File: config.mk
export PLATFORM = sky130hd
export DESIGN_NAME = misr_signature_collector_flat
export DESIGN_NICKNAME = d
export VERILOG_FILES = /design/src/rtl/misr_signature_collector_if.sv /design/src/rtl/misr_signature_collector.sv /design/src/flat_wrapper.sv
export SDC_FILE = /design/constraint.sdc
export NUM_CORES = 1
export LEC_CHECK = 0
export CAP_MARGIN = 5
export CORE_ASPECT_RATIO = 1.1
export CORE_MARGIN = 2
export CORE_UTILIZATION = 51
export DETAILED_ROUTE_END_ITERATION = 10
export PLACE_DENSITY = 0.95
export SYNTH_ARGS = -nofsm -noshare
export SYNTH_HDL_FRONTEND = slang
export SYNTH_SLANG_ARGS = --single-unit
File: constraint.sdc
create_clock -name clk -period 4.7 [get_ports clk]
set_input_delay 0.94 -clock clk [delete_from_list [all_inputs] [get_ports clk]]
set_output_delay 0.94 -clock clk [all_outputs]
set_load 0.05 [all_outputs]
File: src/rtl/misr_signature_collector_if.sv
`default_nettype none
// ============================================================================
// Module      : misr_signature_collector_if
// Description : Run-control and result bus of the MISR signature collector.
// Revision    : 1.0  initial release
// ============================================================================
interface misr_signature_collector_if #(
   parameter int IN_WIDTH  = 11,
   parameter int SIG_WIDTH = 32,
   parameter int CNT_WIDTH = 16
);
   logic                 start;
   logic [CNT_WIDTH-1:0] n_cycles;
   logic [IN_WIDTH-1:0]  data_in;
   logic [SIG_WIDTH-1:0] exp_sig;
   logic                 busy;
   logic                 done;
   logic [SIG_WIDTH-1:0] sig_out;
   logic                 pass;

   modport master (
      output start, n_cycles, data_in, exp_sig,
      input  busy, done, sig_out, pass
   );

   modport slave (
      input  start, n_cycles, data_in, exp_sig,
      output busy, done, sig_out, pass
   );
endinterface
`default_nettype wire

File: src/rtl/misr_signature_collector.sv
`default_nettype none
// ============================================================================
// Module      : misr_signature_collector
// Description : Skips DUT latency, compacts N result words into a Galois MISR
//               and flags the final signature against an expected value.
// Revision    : 1.0  initial release
// ============================================================================
module misr_signature_collector #(
   parameter int                  IN_WIDTH  = 11,
   parameter int                  SIG_WIDTH = 32,
   parameter logic [SIG_WIDTH-1:0] POLY     = 32'h04C11DB7,
   parameter logic [SIG_WIDTH-1:0] SEED     = 32'hFFFFFFFF,
   parameter int                  LATENCY   = 2,
   parameter int                  CNT_WIDTH = 16
) (
   input  wire logic clk,
   input  wire logic resetn,
   misr_signature_collector_if.slave io_bus
);

   localparam int WCNT_W = (LATENCY > 1) ? $clog2(LATENCY + 1) : 1;

   typedef enum logic [1:0] {
      S_IDLE    = 2'd0,
      S_WARMUP  = 2'd1,
      S_COLLECT = 2'd2,
      S_DONE    = 2'd3
   } state_t;

   state_t               r_state;
   state_t               w_next;
   state_t               w_start_target;
   logic [CNT_WIDTH-1:0] r_ncnt;
   logic [WCNT_W-1:0]    r_wcnt;
   logic [SIG_WIDTH-1:0] r_sig;
   logic [SIG_WIDTH-1:0] w_sig_next;
   logic                 w_start_ok;

   assign w_start_ok = io_bus.start && ((r_state == S_IDLE) || (r_state == S_DONE));

   // Galois step: shift, fold back the polynomial on carry-out, inject the word.
   assign w_sig_next = {r_sig[SIG_WIDTH-2:0], 1'b0}
                     ^ (r_sig[SIG_WIDTH-1] ? POLY : '0)
                     ^ SIG_WIDTH'(io_bus.data_in);

   always_comb begin
      w_start_target = S_DONE;
      if (LATENCY > 0) begin
         w_start_target = S_WARMUP;
      end else if (io_bus.n_cycles != '0) begin
         w_start_target = S_COLLECT;
      end
   end

   always_ff @(posedge clk or negedge resetn) begin
      if (!resetn) begin
         r_state <= S_IDLE;
      end else begin
         r_state <= w_next;
      end
   end

   always_comb begin
      w_next = r_state;
      case (r_state)
         S_IDLE, S_DONE: begin
            if (io_bus.start) begin
               w_next = w_start_target;
            end
         end
         S_WARMUP: begin
            if (r_wcnt <= WCNT_W'(1)) begin
               w_next = (r_ncnt == '0) ? S_DONE : S_COLLECT;
            end
         end
         S_COLLECT: begin
            if (r_ncnt <= CNT_WIDTH'(1)) begin
               w_next = S_DONE;
            end
         end
         default: w_next = S_IDLE;
      endcase
   end

   // The signature only moves on an accepted start or while collecting, so
   // data_in is never sampled in any other state.
   always_ff @(posedge clk or negedge resetn) begin
      if (!resetn) begin
         r_sig  <= '0;
         r_ncnt <= '0;
         r_wcnt <= '0;
      end else if (w_start_ok) begin
         r_sig  <= SEED;
         r_ncnt <= io_bus.n_cycles;
         r_wcnt <= WCNT_W'(LATENCY);
      end else begin
         case (r_state)
            S_WARMUP: begin
               if (r_wcnt != '0) begin
                  r_wcnt <= r_wcnt - WCNT_W'(1);
               end
            end
            S_COLLECT: begin
               r_sig <= w_sig_next;
               if (r_ncnt != '0) begin
                  r_ncnt <= r_ncnt - CNT_WIDTH'(1);
               end
            end
            default: ;
         endcase
      end
   end

   assign io_bus.busy    = (r_state == S_WARMUP) || (r_state == S_COLLECT);
   assign io_bus.done    = (r_state == S_DONE);
   assign io_bus.sig_out = r_sig;
   assign io_bus.pass    = (r_state == S_DONE) && (r_sig == io_bus.exp_sig);

endmodule
`default_nettype wire

File: src/flat_wrapper.sv
// flat-port wrapper written by rule: the top's interface ports become plain ports
module misr_signature_collector_flat 
#(
   parameter int                  IN_WIDTH  = 11,
   parameter int                  SIG_WIDTH = 32,
   parameter logic [SIG_WIDTH-1:0] POLY     = 32'h04C11DB7,
   parameter logic [SIG_WIDTH-1:0] SEED     = 32'hFFFFFFFF,
   parameter int                  LATENCY   = 2,
   parameter int                  CNT_WIDTH = 16
)
  (clk, resetn, io_bus_start, io_bus_n_cycles, io_bus_data_in, io_bus_exp_sig, io_bus_busy, io_bus_done, io_bus_sig_out, io_bus_pass);
  misr_signature_collector_if #(.IN_WIDTH(IN_WIDTH), .SIG_WIDTH(SIG_WIDTH), .CNT_WIDTH(CNT_WIDTH)) io_bus_i ();
  input  wire logic clk;
  input  wire logic resetn;
  input wire logic [$bits(io_bus_i.start)-1:0] io_bus_start;
  input wire logic [$bits(io_bus_i.n_cycles)-1:0] io_bus_n_cycles;
  input wire logic [$bits(io_bus_i.data_in)-1:0] io_bus_data_in;
  input wire logic [$bits(io_bus_i.exp_sig)-1:0] io_bus_exp_sig;
  output wire logic [$bits(io_bus_i.busy)-1:0] io_bus_busy;
  output wire logic [$bits(io_bus_i.done)-1:0] io_bus_done;
  output wire logic [$bits(io_bus_i.sig_out)-1:0] io_bus_sig_out;
  output wire logic [$bits(io_bus_i.pass)-1:0] io_bus_pass;
  assign io_bus_i.start = io_bus_start;
  assign io_bus_i.n_cycles = io_bus_n_cycles;
  assign io_bus_i.data_in = io_bus_data_in;
  assign io_bus_i.exp_sig = io_bus_exp_sig;
  assign io_bus_busy = io_bus_i.busy;
  assign io_bus_done = io_bus_i.done;
  assign io_bus_sig_out = io_bus_i.sig_out;
  assign io_bus_pass = io_bus_i.pass;
  misr_signature_collector #(.IN_WIDTH(IN_WIDTH), .SIG_WIDTH(SIG_WIDTH), .POLY(POLY), .SEED(SEED), .LATENCY(LATENCY), .CNT_WIDTH(CNT_WIDTH)) u_core (.clk(clk), .resetn(resetn), .io_bus(io_bus_i));
endmodule
==> flow_metrics.py <==
metrics = {
    "die": {
        "rows": 29,
        "initial_core_util_pct": 53.54,
        "boundaryPins": 97,
        "die_h_um": 86.14,
        "die_x_um": 78.67,
        "die_area_sq_um": 6776,
        "core-area_sq_um": 5842,
    },
    "setup_path": {
        "cpPeakStageDelay_ps": 480,
        "r2r-start": "u_core.r_state[0]",
        "worstPathCellList": "clkdlybuf4s50_1, xnor2_1, nand4_1, nor4_1, nand4_1, nor4_1, buf_4",
        "critical_path.slowest_cell": "nor4_1",
        "rr_worst_depth": 7,
        "r2r_end": "u_core.r_ncnt[14]",
        "cp-end-kind": "output pin",
        "ff2ff_setup_slack_ps": 2520,
        "endpoint": "io_bus_pass",
        "start_kind": "input port",
        "cp_max_fo": 1,
        "path_class": "input port to output pin",
        "worstPathRequired_ps": 3760,
        "critPathArrivalTime_ps": 3000,
        "startpoint": "io_bus_exp_sig[29]",
    },
    "routing": {
        "ant_nets": 0,
        "drc": 0,
        "dr.max_layer_used": "met4",
        "met2_length_um": 3895,
        "wl_met3_um": 680,
        "initialDrtViolationCount": 203,
        "num_vias": 2725,
        "drt-met1-wl_um": 3104,
        "routed_via_density": 5.472,
        "dr.pass1.iters": 6,
        "avgRoutedWirePerCell_um": 15.80,
        "wl_um": 7866,
    },
    "timing": {
        "period_needed_ps": 3943,
        "hold_violations": 0,
        "grt_setup_unrepaired": "no",
        "skew_ps": 9.825,
        "relSlewSlack_pct": 24.20,
        "tns_ps": 0,
        "timing.hold.ws_ps": 536.1,
        "drv_slew": 0,
        "tightest_slew_ps": 1133,
        "min_period_over_period_pct": 83.89,
        "setup_viol": 0,
        "fmax_ghz": 0.2536,
    },
    "flow_run": {
        "cap_viol_max_count": 0,
    },
    "power": {
        "finalPower_mw": 2.529,
        "powerDensity_nw_per_um2": 598.9,
        "total_leakage_power_nw": 1.778,
        "irDropWorstVdd_mv": 0.4858,
    },
    "grt": {
        "grt_pass1_vias": 2721,
        "gr-total-overflow": 0,
        "antenna_found_initial": 0,
        "grt_usage_pct": 24.29,
        "grt_pass1_wl_um": 12890,
        "grt_max_degree": 66,
    },
    "logic_synthesis": {
        "yosysTopAreaCell": "dfrtp_1",
        "synth_area_sq_um": 3128,
        "netlist_instances": 330,
        "ys_ff_latch": 52,
        "synth_seq_area_share_pct": 41.60,
        "ys_warn_count": 0,
        "yosys-top-cells-area": "dfrtp_1 (42%), xnor2_1 (16%), nand2_1 (6.7%), mux2i_1 (5.1%), ha_1 (3.2%)",
        "synth_fp_nets": 400,
        "avgSynthCellArea_sq_um": 9.479,
        "synth_top_area_share_pct": 41.60,
        "synth.distinct_cells": 44,
    },
    "clock_tree": {
        "cts.sinks": 52,
        "cts_root_buf": "clkbuf_8",
        "cts_max_path_buffers": 2,
        "hold_buffers": 0,
        "cts_setup_buffers": 0,
        "cts_resized": 0,
        "cts_tree": "done",
        "htreeDepth": 2,
        "clk-insertion-delay-late_ps": 310,
        "clk_pin_slew_ps": 90,
        "numCtsBuffers": 5,
    },
    "final_layout": {
        "fill_cells": 401,
        "final_cell_mix": "clkdlybuf4s50_1 (94), xnor2_1 (56), nand2_1 (55)",
        "layout.nets": 490,
        "n_antenna_cell": 0,
        "layout_commonest_cell": "clkdlybuf4s50_1",
        "drive_gt1_share_pct": 5.938,
        "areaGrowthSynthToFinish_pct": 35.00,
        "fin_util_pct": 72.29,
    },
    "place": {
        "routabilityCongestion": 0.8412,
        "dpl.hpwl_um": 5779,
        "portBuffers": 96,
    },
    "status": {
        "status": "completed",
    },
    "hold_path": {
        "hold_path.class": "register to register",
    },
}
-- cell usage after synthesis, drive strengths merged --
| library cell | count |
|---|---|
| nand2 | 57 |
| xnor2 | 56 |
| dfrtp | 52 |
| o21ai | 20 |
| nor2 | 19 |
| mux2i | 16 |
| a21oi | 15 |
| xor2 | 11 |
| buf | 9 |
| ha | 8 |
| inv | 8 |
| nand4 | 8 |
| nor4 | 8 |
| clkbuf | 7 |
| nor3 | 6 |
| a211oi | 3 |
| nand3 | 3 |
| o211ai | 3 |
| or3 | 3 |
| a31oi | 2 |
| nand2b | 2 |
| nor3b | 2 |
| and2 | 1 |
| and4 | 1 |
| mux2 | 1 |
| nand3b | 1 |
| o21a | 1 |
| o22a | 1 |
| o22ai | 1 |
| o31ai | 1 |
| o32a | 1 |
| o41ai | 1 |
| or2 | 1 |
| or4 | 1 |
-- worst min path at each step --
stage	start	to	cells after the start
after CTS	u_core.r_wcnt[1]	u_core.r_wcnt[1]	2
after global routing	u_core.r_wcnt[1]	u_core.r_wcnt[1]	2
after floorplan	u_core.r_wcnt[1]	u_core.r_wcnt[1]	2
final	u_core.r_wcnt[1]	u_core.r_wcnt[1]	2
after global placement	u_core.r_wcnt[1]	u_core.r_wcnt[1]	2
after detailed placement	u_core.r_wcnt[1]	u_core.r_wcnt[1]	2
-- metal layers --
| metal | track usage (%) | vias to the layer above |
|---|---|---|
| met4 | 9.250 | 0 |
| met1 | 28.61 | 1287 |
| met3 | 5.684 | 16 |
| li1 | - | 1294 |
| met2 | 42.89 | 128 |
| met5 | 0 | - |
-- metrics by stage --
stage,instance area [sq um],cells,setup slack [ps]
after global routing,4223,498,663.4
final,4223,498,757.1
after detailed placement,4134,490,771.9
after floorplan,3128,330,644.0
after global placement,4134,490,905.2
after CTS,4223,498,762.5
-- report_power, final --
part           switching, mW  total, mW  internal (mW)
sequential             0.225      0.820          0.595
clock                  0.150      0.256          0.106
combinational          0.860       1.45          0.593
-- sequential cells by signal, indices dropped and copies added, names as in the netlist --
signal	flops
u_core.r_wcnt	2
u_core.r_state	2
u_core.io_bus.sig_out	32
u_core.r_ncnt	16
-- worst max-delay path: cells and delay by family --
kind / cells / cell delay, ps
buf+inv: 2 / 710
xor+xnor: 1 / 210
simple gates: 4 / 1130
-- logic make-up after synthesis --
kind of cell,Yosys count,synth area share [%]
and+or+nand+nor,113,18.72
xor gates and xnor gates,67,18.76
DFF,52,41.60
AOI/OAI and AO/OA,49,9.000
buffers and inverters,24,3.240
muxes,17,5.480
adders and majority gates,8,3.200
-- layout make-up --
class                           count  area, sq um  area share (%)
Timing Repair Buffer               99        975.9           23.11
Tap cell                           77        96.34           2.281
Multi-Input combinational cell    254         1730           40.98
Inverter                            8        30.03          0.7111
Clock inverter                      2        16.27          0.3852
Clock buffer                        6        72.57           1.719
Sequential cell                    52         1301           30.81
No activity file was read; power rests on OpenSTA's default activity.
